### src/rtl/pwm_deadtime.sv
// pwm_deadtime: dead-time inserter for a single-ended PWM stream.
// Turns i_pwm into a complementary high/low drive pair. Whenever the active
// side changes, both sides are held off for D clocks (D loaded via
// i_deadtime/i_deadtime_valid). All outputs are registered.
//
// Ports:
//   i_clk, i_rst_n         clock, async active-low reset
//   i_pwm                  PWM stream, synchronous to i_clk
//   i_deadtime[_valid]     dead-time value and single-cycle load strobe
//   o_high, o_low          high-side / low-side drive (never both 1)
//   o_dead                 high while both sides are off
// Optional feature, macro PWM_DEADTIME_FAULT_EN:
//   i_fault                level fault input, forces the dead state
//   i_fault_clear          clears the fault latch when i_fault is low
//   o_fault                registered fault latch
module pwm_deadtime #(
    parameter int unsigned DEADTIME_WIDTH   = 8,
    parameter int unsigned DEFAULT_DEADTIME = 8
) (
    input  logic                      i_clk,
    input  logic                      i_rst_n,
    input  logic                      i_pwm,
    input  logic [DEADTIME_WIDTH-1:0] i_deadtime,
    input  logic                      i_deadtime_valid,
`ifdef PWM_DEADTIME_FAULT_EN
    input  logic                      i_fault,
    input  logic                      i_fault_clear,
    output logic                      o_fault,
`endif
    output logic                      o_high,
    output logic                      o_low,
    output logic                      o_dead
);

    localparam int unsigned RST_BAND = (DEFAULT_DEADTIME > 0) ? DEFAULT_DEADTIME : 1;
    localparam logic [DEADTIME_WIDTH-1:0] RST_COUNT    = DEADTIME_WIDTH'(RST_BAND - 1);
    localparam logic [DEADTIME_WIDTH-1:0] RST_DEADTIME = DEADTIME_WIDTH'(DEFAULT_DEADTIME);
    localparam logic [DEADTIME_WIDTH-1:0] ONE          = DEADTIME_WIDTH'(1);

    typedef enum logic [1:0] {
        S_LOW  = 2'd0,
        S_HIGH = 2'd1,
        S_DEAD = 2'd2
    } state_e;

    state_e                    state_q, state_d;
    logic [DEADTIME_WIDTH-1:0] count_q, count_d;        // dead-band down-counter
    logic [DEADTIME_WIDTH-1:0] deadtime_q, deadtime_d;  // programmed dead time D
    logic                      high_q, high_d;
    logic                      low_q, low_d;
    logic                      dead_q, dead_d;
`ifdef PWM_DEADTIME_FAULT_EN
    logic                      fault_q, fault_d;
    logic [DEADTIME_WIDTH-1:0] freeze_count;
`endif

    // State, counter, dead-time and output registers
    always_ff @(posedge i_clk or negedge i_rst_n) begin
        if (!i_rst_n) begin
            state_q    <= S_DEAD;
            count_q    <= RST_COUNT;
            deadtime_q <= RST_DEADTIME;
            high_q     <= 1'b0;
            low_q      <= 1'b0;
            dead_q     <= 1'b1;
`ifdef PWM_DEADTIME_FAULT_EN
            fault_q    <= 1'b0;
`endif
        end else begin
            state_q    <= state_d;
            count_q    <= count_d;
            deadtime_q <= deadtime_d;
            high_q     <= high_d;
            low_q      <= low_d;
            dead_q     <= dead_d;
`ifdef PWM_DEADTIME_FAULT_EN
            fault_q    <= fault_d;
`endif
        end
    end

    // Next-state: entries into the dead band always use the pre-load D
    always_comb begin
        state_d    = state_q;
        count_d    = count_q;
        deadtime_d = i_deadtime_valid ? i_deadtime : deadtime_q;
`ifdef PWM_DEADTIME_FAULT_EN
        fault_d      = fault_q;
        freeze_count = (deadtime_q == '0) ? '0 : (deadtime_q - ONE);
`endif
        case (state_q)
            S_LOW: begin
                if (i_pwm) begin
                    if (deadtime_q == '0) begin
                        state_d = S_HIGH;
                    end else begin
                        state_d = S_DEAD;
                        count_d = deadtime_q - ONE;
                    end
                end
            end
            S_HIGH: begin
                if (!i_pwm) begin
                    if (deadtime_q == '0) begin
                        state_d = S_LOW;
                    end else begin
                        state_d = S_DEAD;
                        count_d = deadtime_q - ONE;
                    end
                end
            end
            S_DEAD: begin
                // Exit side is whatever i_pwm is at expiry, not latched on entry
                if (count_q != '0) begin
                    count_d = count_q - ONE;
                end else begin
                    state_d = i_pwm ? S_HIGH : S_LOW;
                end
            end
            default: begin
                state_d = S_DEAD;
                count_d = '0;
            end
        endcase
`ifdef PWM_DEADTIME_FAULT_EN
        // Fault overrides everything; while latched, the count stays parked
        // so that a clear is followed by a full dead band
        if (i_fault) begin
            state_d = S_DEAD;
            count_d = freeze_count;
            fault_d = 1'b1;
        end else if (fault_q) begin
            state_d = S_DEAD;
            count_d = freeze_count;
            if (i_fault_clear) begin
                fault_d = 1'b0;
            end
        end
`endif
    end

    // Output decode from the next state so the drive pins are flop outputs
    always_comb begin
        high_d = 1'b0;
        low_d  = 1'b0;
        dead_d = 1'b0;
        case (state_d)
            S_HIGH:  high_d = 1'b1;
            S_LOW:   low_d  = 1'b1;
            default: dead_d = 1'b1;
        endcase
    end

    assign o_high = high_q;
    assign o_low  = low_q;
    assign o_dead = dead_q;
`ifdef PWM_DEADTIME_FAULT_EN
    assign o_fault = fault_q;
`endif

endmodule

### config.mk
export PLATFORM = sky130hd
export DESIGN_NAME = pwm_deadtime
export DESIGN_NICKNAME = d
export VERILOG_FILES = /design/src/rtl/pwm_deadtime.sv
export SDC_FILE = /design/constraint.sdc
export NUM_CORES = 1
export LEC_CHECK = 0
export BUFFER_PORTS_ARGS = -buffer_cell sky130_fd_sc_hd__buf_2
export CAP_MARGIN = 20
export CORE_MARGIN = 2
export CORE_UTILIZATION = 45
export CTS_BUF_LIST = sky130_fd_sc_hd__clkbuf_16
export CTS_CLUSTER_DIAMETER = 120
export CTS_CLUSTER_SIZE = 14
export DETAILED_ROUTE_END_ITERATION = 12
export GPL_TIMING_DRIVEN = 0
export PLACE_DENSITY = 0.73
export SYNTH_ARGS = -nofsm -noshare
export SYNTH_HDL_FRONTEND = slang
export SYNTH_SLANG_ARGS = --single-unit
### constraint.sdc
create_clock -name i_clk -period 2.7 [get_ports i_clk]
set_clock_uncertainty 0.15 [all_clocks]
set_input_delay 0.54 -clock i_clk [delete_from_list [all_inputs] [get_ports i_clk]]
set_output_delay 0.54 -clock i_clk [all_outputs]
set_load 0.01 [all_outputs]
==> flow_metrics.py <==
metrics = {
    "min_path": {
        "hold_class": "primary input to async pin",
    },
    "global_routing": {
        "gr-total-overflow": 0,
        "track_usage": 0.175,
        "antenna_found_initial": 0,
        "grt_pass1_vias": 940,
        "grt_pass1_wl_um": 4220,
        "grt_max_degree": 22,
    },
    "place": {
        "dpl-instance-area_mm2": 0.00131,
        "portBuffers": 13,
        "pre_cts_ws_ns": 0.131,
        "place_hpwl_um": 1640,
        "place_congestion": 0.849,
    },
    "synth": {
        "synth_fa_ha_area_frac": 0.0104,
        "synthCells": 113,
        "ys_seq_area_frac": 0.443,
        "ys_ff_latch": 21,
        "syn_area_mm2": 0.00120,
        "synth_nets": 126,
        "yosys.area_share.simple": 0.215,
        "muxShareOfSynthArea": 0.0915,
        "synth-compound-area-share": 0.186,
        "synthFlopType": "dfrtp_1",
        "synth_area_per_cell_um2": 10.7,
        "synth_top_family_by_area": "simple AND/OR/NAND/NOR gates",
        "ys_warn_count": 0,
        "synthDistinctLibCells": 42,
        "synth-xor-area-share": 0.0218,
        "async_flop_share": 1.00,
        "synth-edff-count": 0,
    },
    "cts": {
        "numCtsBuffers": 3,
        "path_clk_slew_ns": 0.06,
        "h-tree-depth": 1,
        "cts_resized": 0,
        "cts_buffer_depth": 2,
        "cts_setup_buffers": 0,
        "cts.sink_count": 21,
        "clock_latency_ns": 0.26,
        "cts_hold_buf": 0,
        "cts-root-buf": "clkbuf_16",
        "cts_tree": "done",
    },
    "worst_setup_path": {
        "cp-end-kind": "flip-flop",
        "start_kind": "flip-flop",
        "reg2reg_to": "count_q[4]",
        "crit_start": "state_q[1]",
        "timing.rr.start": "state_q[1]",
        "rr_worst_depth": 9,
        "critPathKind": "flip-flop to flip-flop",
        "arrival_ns": 2.49,
        "cp.required_ns": 2.70,
        "crit_fanout": 9,
        "r2r_slack_ns": 0.20,
    },
    "flow_run": {
        "drv_cap": 0,
    },
    "sta": {
        "worstMarginPinSlew_ns": 0.469,
        "setup_tns_ns": 0,
        "finalHoldViolations": 0,
        "timing.hold.ws_ns": 0.0808,
        "post-route-min-period_ns": 2.50,
        "maxSlewHeadroom": 0.688,
        "finalCritPeriodShare": 0.925,
        "fmax_mhz": 401,
        "drv_slew": 0,
        "fin_ws_ns": 0.203,
        "rsz0062_at_grt": "false",
        "finalSetupViolCount": 0,
    },
    "floorplan": {
        "io_pins": 15,
        "dieArea_mm2": 0.00310,
        "die_x_um": 55.7,
        "core_area_mm2": 0.00250,
        "fp-row-count": 18,
        "die_h_um": 55.7,
        "start_util": 0.481,
    },
    "route": {
        "wl_per_cell_um": 14.4,
        "drcViolationCount": 0,
        "vias_per_cell": 5.67,
        "vias": 907,
        "drt_wl_total_um": 2300,
        "drt_iter0_drc": 19,
        "drtAntennaViolNets": 0,
        "drt_pre_antenna_iters": 4,
    },
    "finish": {
        "design_area_mm2": 0.00139,
        "area_delta_synth_final_pct": 15.6,
        "finalNetCount": 144,
        "layout-drive-gt1-share": 0.346,
        "fillers": 229,
        "diodes": 0,
    },
    "power": {
        "p_int_uw": 891,
        "p_clk_frac": 0.221,
        "p_sw_uw": 568,
        "finalPower_uw": 1460,
        "seqPwrFrac": 0.381,
        "swShare": 0.389,
        "p_comb_frac": 0.398,
        "ir_drop_mv": 0.505,
        "p_per_area_mw_per_mm2": 1050,
        "power.leakage_uw": 0.000585,
    },
    "outcome": {
        "status": "finished, final reports clean",
    },
}
==> sequential cells by signal, indices dropped and copies added (netlist names) <==
| signal | cells |
|---|---|
| o_dead | 1 |
| count_q | 8 |
| deadtime_q | 8 |
| state_q | 2 |
| o_low | 1 |
| o_high | 1 |
==> cell usage after synthesis (2+ instances only) <==
library cell,n,area (µm²)
nand2_1,9,33.8
inv_1,6,22.5
clkbuf_1,2,7.51
o21ai_1,9,45.0
mux2i_1,2,20.0
a21oi_1,6,30.0
dfstp_2,6,158
nand2b_1,4,25.0
and2_1,2,12.5
xnor2_1,2,17.5
o21ai_0,2,10.0
nor2_1,7,26.3
a21oi_4,2,32.5
and3_1,2,12.5
nand3_1,2,10.0
dfrtp_1,15,375
nor4_4,2,42.5
mux2_2,8,90.1
nand4_1,2,12.5
==> cells in the final DEF, fill, tap and decap left out, drive strengths merged <==
cell    count
mux2        8
dfrtp      15
nor2        7
nor2b       1
xnor2       2
nor4        3
clkinv      1
clkbuf      5
nand3b      1
a32o        1
inv         7
nand2b      4
a21boi      1
o21a        1
xor2        1
dfstp       6
nand2       9
o31a        1
and3b       1
o311a       1
a31oi       1
nand3       3
a211o       1
a21oi       9
mux2i       2
nor3        3
nand4       2
and3        2
and2        2
a221oi      1
buf        14
ha          1
nor3b       1
a22o        1
o21ai      11
==> power by group through the flow <==
stage	sequential [µW]	combinational (µW)	clock, µW
finish	556	580	322
global route	571	660	336
CTS	556	580	321
detailed placement	560	570	0
global placement	555	556	0
floorplan	541	457	0
==> routing by layer <==
metal	wire length (µm)	vias to the layer above	track usage
li1	-	441	-
met1	1040	439	0.217
met2	1110	22	0.289
met3	117	5	0.0442
met4	39	0	0.0732
met5	0	-	0
==> kinds of logic (layout without fill, tap and decap cells) <==
group / count (synthesis) / in the layout
compound gates: 29 / 29
xor+xnor: 3 / 3
fa+ha+maj: 1 / 1
buf+inv: 10 / 27
flops: 21 / 21
mux: 10 / 10
simple gates: 39 / 39
==> metrics by stage <==
stage	std cells	util
after floorplan	113	-
after global placement	156	0.523
after detailed placement	156	0.523
after CTS	160	0.555
after global routing	160	0.557
final	160	0.557
==> critical path: stages, from the launching register on <==
cell,delay (ns)
dfstp_2,0.58
nor2b_1,0.13
buf_2,0.22
mux2i_1,0.26
ha_1,0.27
nor3b_2,0.25
xor2_1,0.11
nand2_1,0.09
a21oi_2,0.06
a211o_1,0.27
==> worst max-delay path by stage <==
stage | to | slack [ns] | depth (start not counted)
after global routing | count_q[4] | 0.03 | 9
after detailed placement | count_q[4] | 0.13 | 9
after global placement | count_q[4] | 0.16 | 9
after CTS | count_q[4] | 0.1 | 9
after floorplan | count_q[4] | 0.36 | 9
final | count_q[4] | 0.20 | 9
==> area by class of cell <==
type                       count  area [µm²]  area share
multi-input combinational     82         637       0.458
sequential                    21         533       0.383
clock buffer                   3        75.1      0.0540
timing repair buffer          13        65.1      0.0468
tap                           30        37.5      0.0270
inverter                       7        26.3      0.0189
buffer                         3        12.5     0.00899
clock inverter                 1        5.00     0.00360
Power figures use the tool's default switching activity.
